**config.mk**
```make
export PLATFORM = sky130hd
export DESIGN_NAME = uart_tx_buffered
export DESIGN_NICKNAME = d
export VERILOG_FILES = /design/src/rtl/uart_pkg.sv /design/src/rtl/uart_byte_fifo.sv /design/src/rtl/uart_tx_buffered.sv
export SDC_FILE = /design/constraint.sdc
export NUM_CORES = 1
export LEC_CHECK = 0
export ABC_AREA = 1
export BUFFER_PORTS_ARGS = -buffer_cell sky130_fd_sc_hd__buf_2
export CAP_MARGIN = 25
export CORE_MARGIN = 1
export CORE_UTILIZATION = 65
export CTS_CLUSTER_DIAMETER = 50
export CTS_CLUSTER_SIZE = 40
export DETAILED_ROUTE_END_ITERATION = 16
export HOLD_SLACK_MARGIN = 0.03
export PLACE_DENSITY_LB_ADDON = 0.25
export SYNTH_ARGS = -nofsm -noshare
export SYNTH_HDL_FRONTEND = slang
export SYNTH_HIERARCHICAL = 1
export SYNTH_SLANG_ARGS = --single-unit
```
**constraint.sdc**
```tcl
create_clock -name CLK -period 6.7 [get_ports CLK]
set_clock_uncertainty 0.2 [all_clocks]
set_input_delay 1.005 -clock CLK [delete_from_list [all_inputs] [get_ports CLK]]
set_output_delay 1.005 -clock CLK [all_outputs]
set_load 0.005 [all_outputs]
```
**src/rtl/uart_pkg.sv**
```systemverilog
// Shared UART constants and engine state type.
// Used by the buffered transmitter and the board receiver.
package uart_pkg;

  localparam int UART_PERIOD    = 100;
  localparam int UART_PERIOD_TH = UART_PERIOD / 2;
  localparam int UART_DATA_W    = 8;

  typedef enum logic [1:0] {
    IDLE,
    START,
    DATA,
    STOP
  } uart_state_e;

endpackage

```
**src/rtl/uart_byte_fifo.sv**
```systemverilog
// Synchronous circular FIFO with push/pop, full/empty and occupancy.
// Push when full and pop when empty are ignored.
module uart_byte_fifo #(
  parameter int DEPTH = 4,
  parameter int WIDTH = 8
) (
  input  logic                     clk,
  input  logic                     rst,
  input  logic                     push,
  input  logic                     pop,
  input  logic [WIDTH-1:0]         wdata,
  output logic [WIDTH-1:0]         rdata,
  output logic                     full,
  output logic                     empty,
  output logic [$clog2(DEPTH):0]   count
);

  localparam int AW = $clog2(DEPTH);
  localparam logic [AW:0] FULL_CNT = (AW + 1)'(DEPTH);

  logic [AW-1:0]    wr_q, wr_d;
  logic [AW-1:0]    rd_q, rd_d;
  logic [AW:0]      cnt_q, cnt_d;
  logic [WIDTH-1:0] mem_q [DEPTH];
  logic [WIDTH-1:0] mem_d [DEPTH];
  logic             do_push;
  logic             do_pop;

  assign full  = (cnt_q == FULL_CNT);
  assign empty = (cnt_q == '0);
  assign count = cnt_q;
  assign rdata = mem_q[rd_q];

  always_comb begin
    do_push = push && !full;
    do_pop  = pop && !empty;
    mem_d   = mem_q;
    wr_d    = wr_q;
    rd_d    = rd_q;
    cnt_d   = cnt_q;
    if (do_push) begin
      mem_d[wr_q] = wdata;
      wr_d        = wr_q + 1'b1;
    end
    if (do_pop) begin
      rd_d = rd_q + 1'b1;
    end
    unique case ({do_push, do_pop})
      2'b10:   cnt_d = cnt_q + 1'b1;
      2'b01:   cnt_d = cnt_q - 1'b1;
      default: cnt_d = cnt_q;
    endcase
  end

  always_ff @(posedge clk) begin
    if (rst) begin
      wr_q  <= '0;
      rd_q  <= '0;
      cnt_q <= '0;
    end else begin
      wr_q  <= wr_d;
      rd_q  <= rd_d;
      cnt_q <= cnt_d;
    end
    mem_q <= mem_d;
  end

endmodule

```
**src/rtl/uart_tx_buffered.sv**
```systemverilog
// Buffered 8N1 UART transmitter: byte FIFO in front of a
// registered-output serialiser with back-to-back framing.
module uart_tx_buffered #(
  parameter int UART_PERIOD = uart_pkg::UART_PERIOD,
  parameter int FIFO_DEPTH  = 4
) (
  input  logic       CLK,
  input  logic       RST,
  input  logic [7:0] data,
  input  logic       valid,
  output logic       ready,
  output logic       TX,
  output logic       busy
);

  import uart_pkg::*;

  localparam int CW = (UART_PERIOD > 1) ? $clog2(UART_PERIOD) : 1;
  localparam int NW = $clog2(FIFO_DEPTH) + 1;
  localparam logic [CW-1:0] CNT_MAX = CW'(UART_PERIOD - 1);

  uart_state_e      state_q, state_d;
  logic [CW-1:0]    baud_q, baud_d;
  logic [2:0]       bit_q, bit_d;
  logic [7:0]       shift_q, shift_d;
  logic             tx_q, tx_d;

  logic             push;
  logic             pop;
  logic             full;
  logic             empty;
  logic [7:0]       head;
  logic [NW-1:0]    count;
  logic             bit_end;

  assign ready   = !full && !RST;
  assign push    = valid && ready;
  assign bit_end = (baud_q == CNT_MAX);
  assign busy    = (state_q != IDLE) || (count != '0);
  assign TX      = tx_q;

  uart_byte_fifo #(
    .DEPTH (FIFO_DEPTH),
    .WIDTH (UART_DATA_W)
  ) u_fifo (
    .clk   (CLK),
    .rst   (RST),
    .push  (push),
    .pop   (pop),
    .wdata (data),
    .rdata (head),
    .full  (full),
    .empty (empty),
    .count (count)
  );

  always_comb begin
    state_d = state_q;
    bit_d   = bit_q;
    shift_d = shift_q;
    tx_d    = tx_q;
    pop     = 1'b0;
    baud_d  = bit_end ? '0 : baud_q + 1'b1;
    unique case (state_q)
      IDLE: begin
        baud_d = '0;
        tx_d   = 1'b1;
        if (!empty) begin
          pop     = 1'b1;
          shift_d = head;
          tx_d    = 1'b0;
          state_d = START;
        end
      end
      START: begin
        if (bit_end) begin
          bit_d   = 3'd0;
          tx_d    = shift_q[0];
          state_d = DATA;
        end
      end
      DATA: begin
        if (bit_end) begin
          if (bit_q == 3'd7) begin
            tx_d    = 1'b1;
            state_d = STOP;
          end else begin
            shift_d = {1'b0, shift_q[7:1]};
            tx_d    = shift_q[1];
            bit_d   = bit_q + 3'd1;
          end
        end
      end
      STOP: begin
        if (bit_end) begin
          // chain straight into the next start bit when data is waiting
          if (!empty) begin
            pop     = 1'b1;
            shift_d = head;
            tx_d    = 1'b0;
            state_d = START;
          end else begin
            tx_d    = 1'b1;
            state_d = IDLE;
          end
        end
      end
      default: begin
        tx_d    = 1'b1;
        state_d = IDLE;
      end
    endcase
  end

  always_ff @(posedge CLK) begin
    if (RST) begin
      state_q <= IDLE;
      baud_q  <= '0;
      bit_q   <= '0;
      shift_q <= '0;
      tx_q    <= 1'b1;
    end else begin
      state_q <= state_d;
      baud_q  <= baud_d;
      bit_q   <= bit_d;
      shift_q <= shift_d;
      tx_q    <= tx_d;
    end
  end

endmodule
```
==> metrics.csv <==
metric;value;unit
Most Crowded Layer GR;met2;
post-route clock period utilization;41.7;%
hold slack final;0.257;ns
Crit Path Max Fanout;6;
antenna cell count;0;
antenna violations before repair;0;
Clk Latency, worst-skew pair;0.34;ns
Remaining Overflow, GRT;0;
Worst Path Arrival;2.83;ns
crit path time final;2.79;ns
share of cells above drive strength 1;11.7;%
CTS Buffer Depth;2;
Post-CTS Setup Repair Bufs;0;
Setup crit end kind;flip-flop;
multiplexer share of the synthesized area;0;%
Syn-to-layout area delta;7.96;%
Clock Sinks;60;
main combinational cell family by area after synthesis;simple AND/OR/NAND/NOR gates;
final WL;5320;microns
Die ar.;4690;sq um
met2 Track Usage GR;42.6;%
sequential cell area;1520;sq um
synth top area cells;edfxtp_1, dfxtp_1, nor2_1, nand2_1, ha_1;
Row Count;23;
peak supply drop;0.214;mV
vias per cell;5.42;
most common cell in the netlist;nor2_1;
Post-DP HPWL;3650;microns
CP startpoint kind;flip-flop;
pin count of the biggest net entering global routing;21;
Nets;353;
core area;4120;sq um
vias in the first global route;1907;
worst slew pin tran;0.793;ns
Post-Synth Adder-Cell Area;6.35;%
leakage power;1.27;nW
Starting Density;69.9;%
Netlist cell types;34;
MaxCap Viol Count;0;
DRC;0;
Detail Route Antenna Nets;0;
synthesized area per cell;9.19;sq um
cts bufs inserted;9;
register area share after synthesis;52.9;%
Req. time, crit path;6.73;ns
Layout fillers;292;
die width;68.5;microns
top-area cell type share of the netlist area;33.4;%
RSZ-0062 raised after global routing;false;
Syn Std Cell Area;2880;sq um
Power per Cell Area;374;nW/um^2
max-slew violations;0;
yosys warns;6;
drt first-iter violations;107;
final setup margin;3.91;ns
CTS Root Cell;clkbuf_8;
Synth Net Count;338;
port buffer count;13;
final hold viol count;0;
asr flop ratio synth;0;%
drt wl/cell;13.9;microns
multi-input logic area;1150;sq um
WS Path Type;reg -> reg;
H-tree lvl count;3;
first-pass GRT wire length;8210;microns
Die H;68.5;microns
Slew Limit Headroom;46.9;%
I/O pin cnt;14;
post_cts resized;0;
area fraction in compound gates after synthesis;11.5;%
GR Util All Layers;25.4;%
cell taking the most area after synthesis;edfxtp_1;
synth cell count leaders;nor2_1, nand2_1, edfxtp_1, inv_1, dfxtp_1;
CTS tree;done;
final setup fails;0;
setup tns final;0;ns
M1 GR Usage;29.3;%
met3 Track Usage GR;6.58;%
Post-synth EDFFs;32;
#FFs+latches synth;60;
Hold Crit Class;reg -> reg;
Post-Synth XOR/XNOR Area;0.914;%
cts hold-fix bufs;0;
synthesized netlist cell count;313;
TritonRoute pass-1 iters;4;
clock slew at reported path FFs;0.07;ns
outcome;complete, no violations;
Simple-Gate Fraction of Synth Area;21.2;%
gpl congestion;0.828;
Top FF cell, synth;edfxtp_1;
Peak Freq;358;MHz
vias after detailed routing;2077;
DP Worst Slack;3.71;ns
[cell families (layout without fill, tap and decap cells)]
group | count (synthesis) | count (layout)
DFF | 60 | 60
and+or+nand+nor | 139 | 139
buffers and inverters | 42 | 62
AOI/OAI and AO/OA | 55 | 55
xor gates and xnor gates | 3 | 3
adders and majority gates | 14 | 14
[flip-flops by register name, summed over array words and instances, names as in the netlist]
signal,count
TX,1
bit_q,3
u_fifo/mem_q,32
baud_q,7
state_q,2
shift_q,8
u_fifo/rd_q,2
u_fifo/count,3
u_fifo/wr_q,2
[critical path, cell delays in order, from the launching register on]
cell and delay (ns):
dfxtp_1 0.36, inv_1 0.12, ha_1 0.35, nor2_1 0.12
o21ai_0 0.09, a21oi_1 0.23, nand2_1 0.12, inv_1 0.11
ha_1 0.17, inv_1 0.07, fa_1 0.39, inv_1 0.07
nand2_1 0.04, nand3_1 0.10, nand2_1 0.07, nand2_1 0.06
nor2_1 0.03
[stage by stage]
stage	utilization (%)	cell area [sq um]	total power [W]	std cells
after floorplan	-	2880	0.000817	313
after CTS	75.4	3100	0.00117	383
after detailed placement	71.0	2920	0.000860	367
after global placement	71.0	2920	0.000847	367
after global routing	75.4	3100	0.00123	383
final	75.4	3100	0.00116	383
[layer usage]
layer	wire length, microns	part of all wire [%]
met2	2630	49
met5	0	0
met3	273	5.1
met1	2300	43
met4	121	2.3
[cells in the final DEF (no fill, tap or decap), drive strengths merged]
cell	synthesis	final
nand3	19	19
a21oi	17	17
nor2	58	58
xnor2	1	1
o21a	1	1
clkinv	0	5
dfxtp	28	28
buf	8	13
bufinv	0	1
nor3	1	1
nor3b	3	3
edfxtp	32	32
nand4	2	2
clkbuf	1	9
a21boi	6	6
nand3b	1	1
o31ai	1	1
inv	33	33
xor2	2	2
nand2	55	55
o21ai	22	22
clkinvlp	0	1
o22ai	8	8
ha	13	13
fa	1	1
[worst paths after layout]
path                                  from               to  slack [ns]  cells past startpoint
worst max-delay path            state_q[0]  u_fifo/count[2]        3.91                     16
worst min-delay path             baud_q[0]        baud_q[0]        0.26                      1
worst min register to register   baud_q[0]        baud_q[0]        0.26                      1
worst max register to register  state_q[0]  u_fifo/count[2]        3.91                     16
[report_power, final]
part	internal (W)	switching (W)	total, W
logic	0.000140	0.000252	0.000391
clock network	0.000166	0.000135	0.000300
registers	0.000436	0.0000347	0.000470
total	0.000741	0.000421	0.00116
[layout make-up]
class / instances / area share (%)
Sequential cell: 60 / 49.0
Multi-Input combinational cell: 211 / 37.0
Clock buffer: 9 / 3.99
Inverter: 33 / 3.99
Timing Repair Buffer: 13 / 2.10
Tap cell: 50 / 2.02
Clock inverter: 7 / 1.85
(Power assumes the default switching activity.)
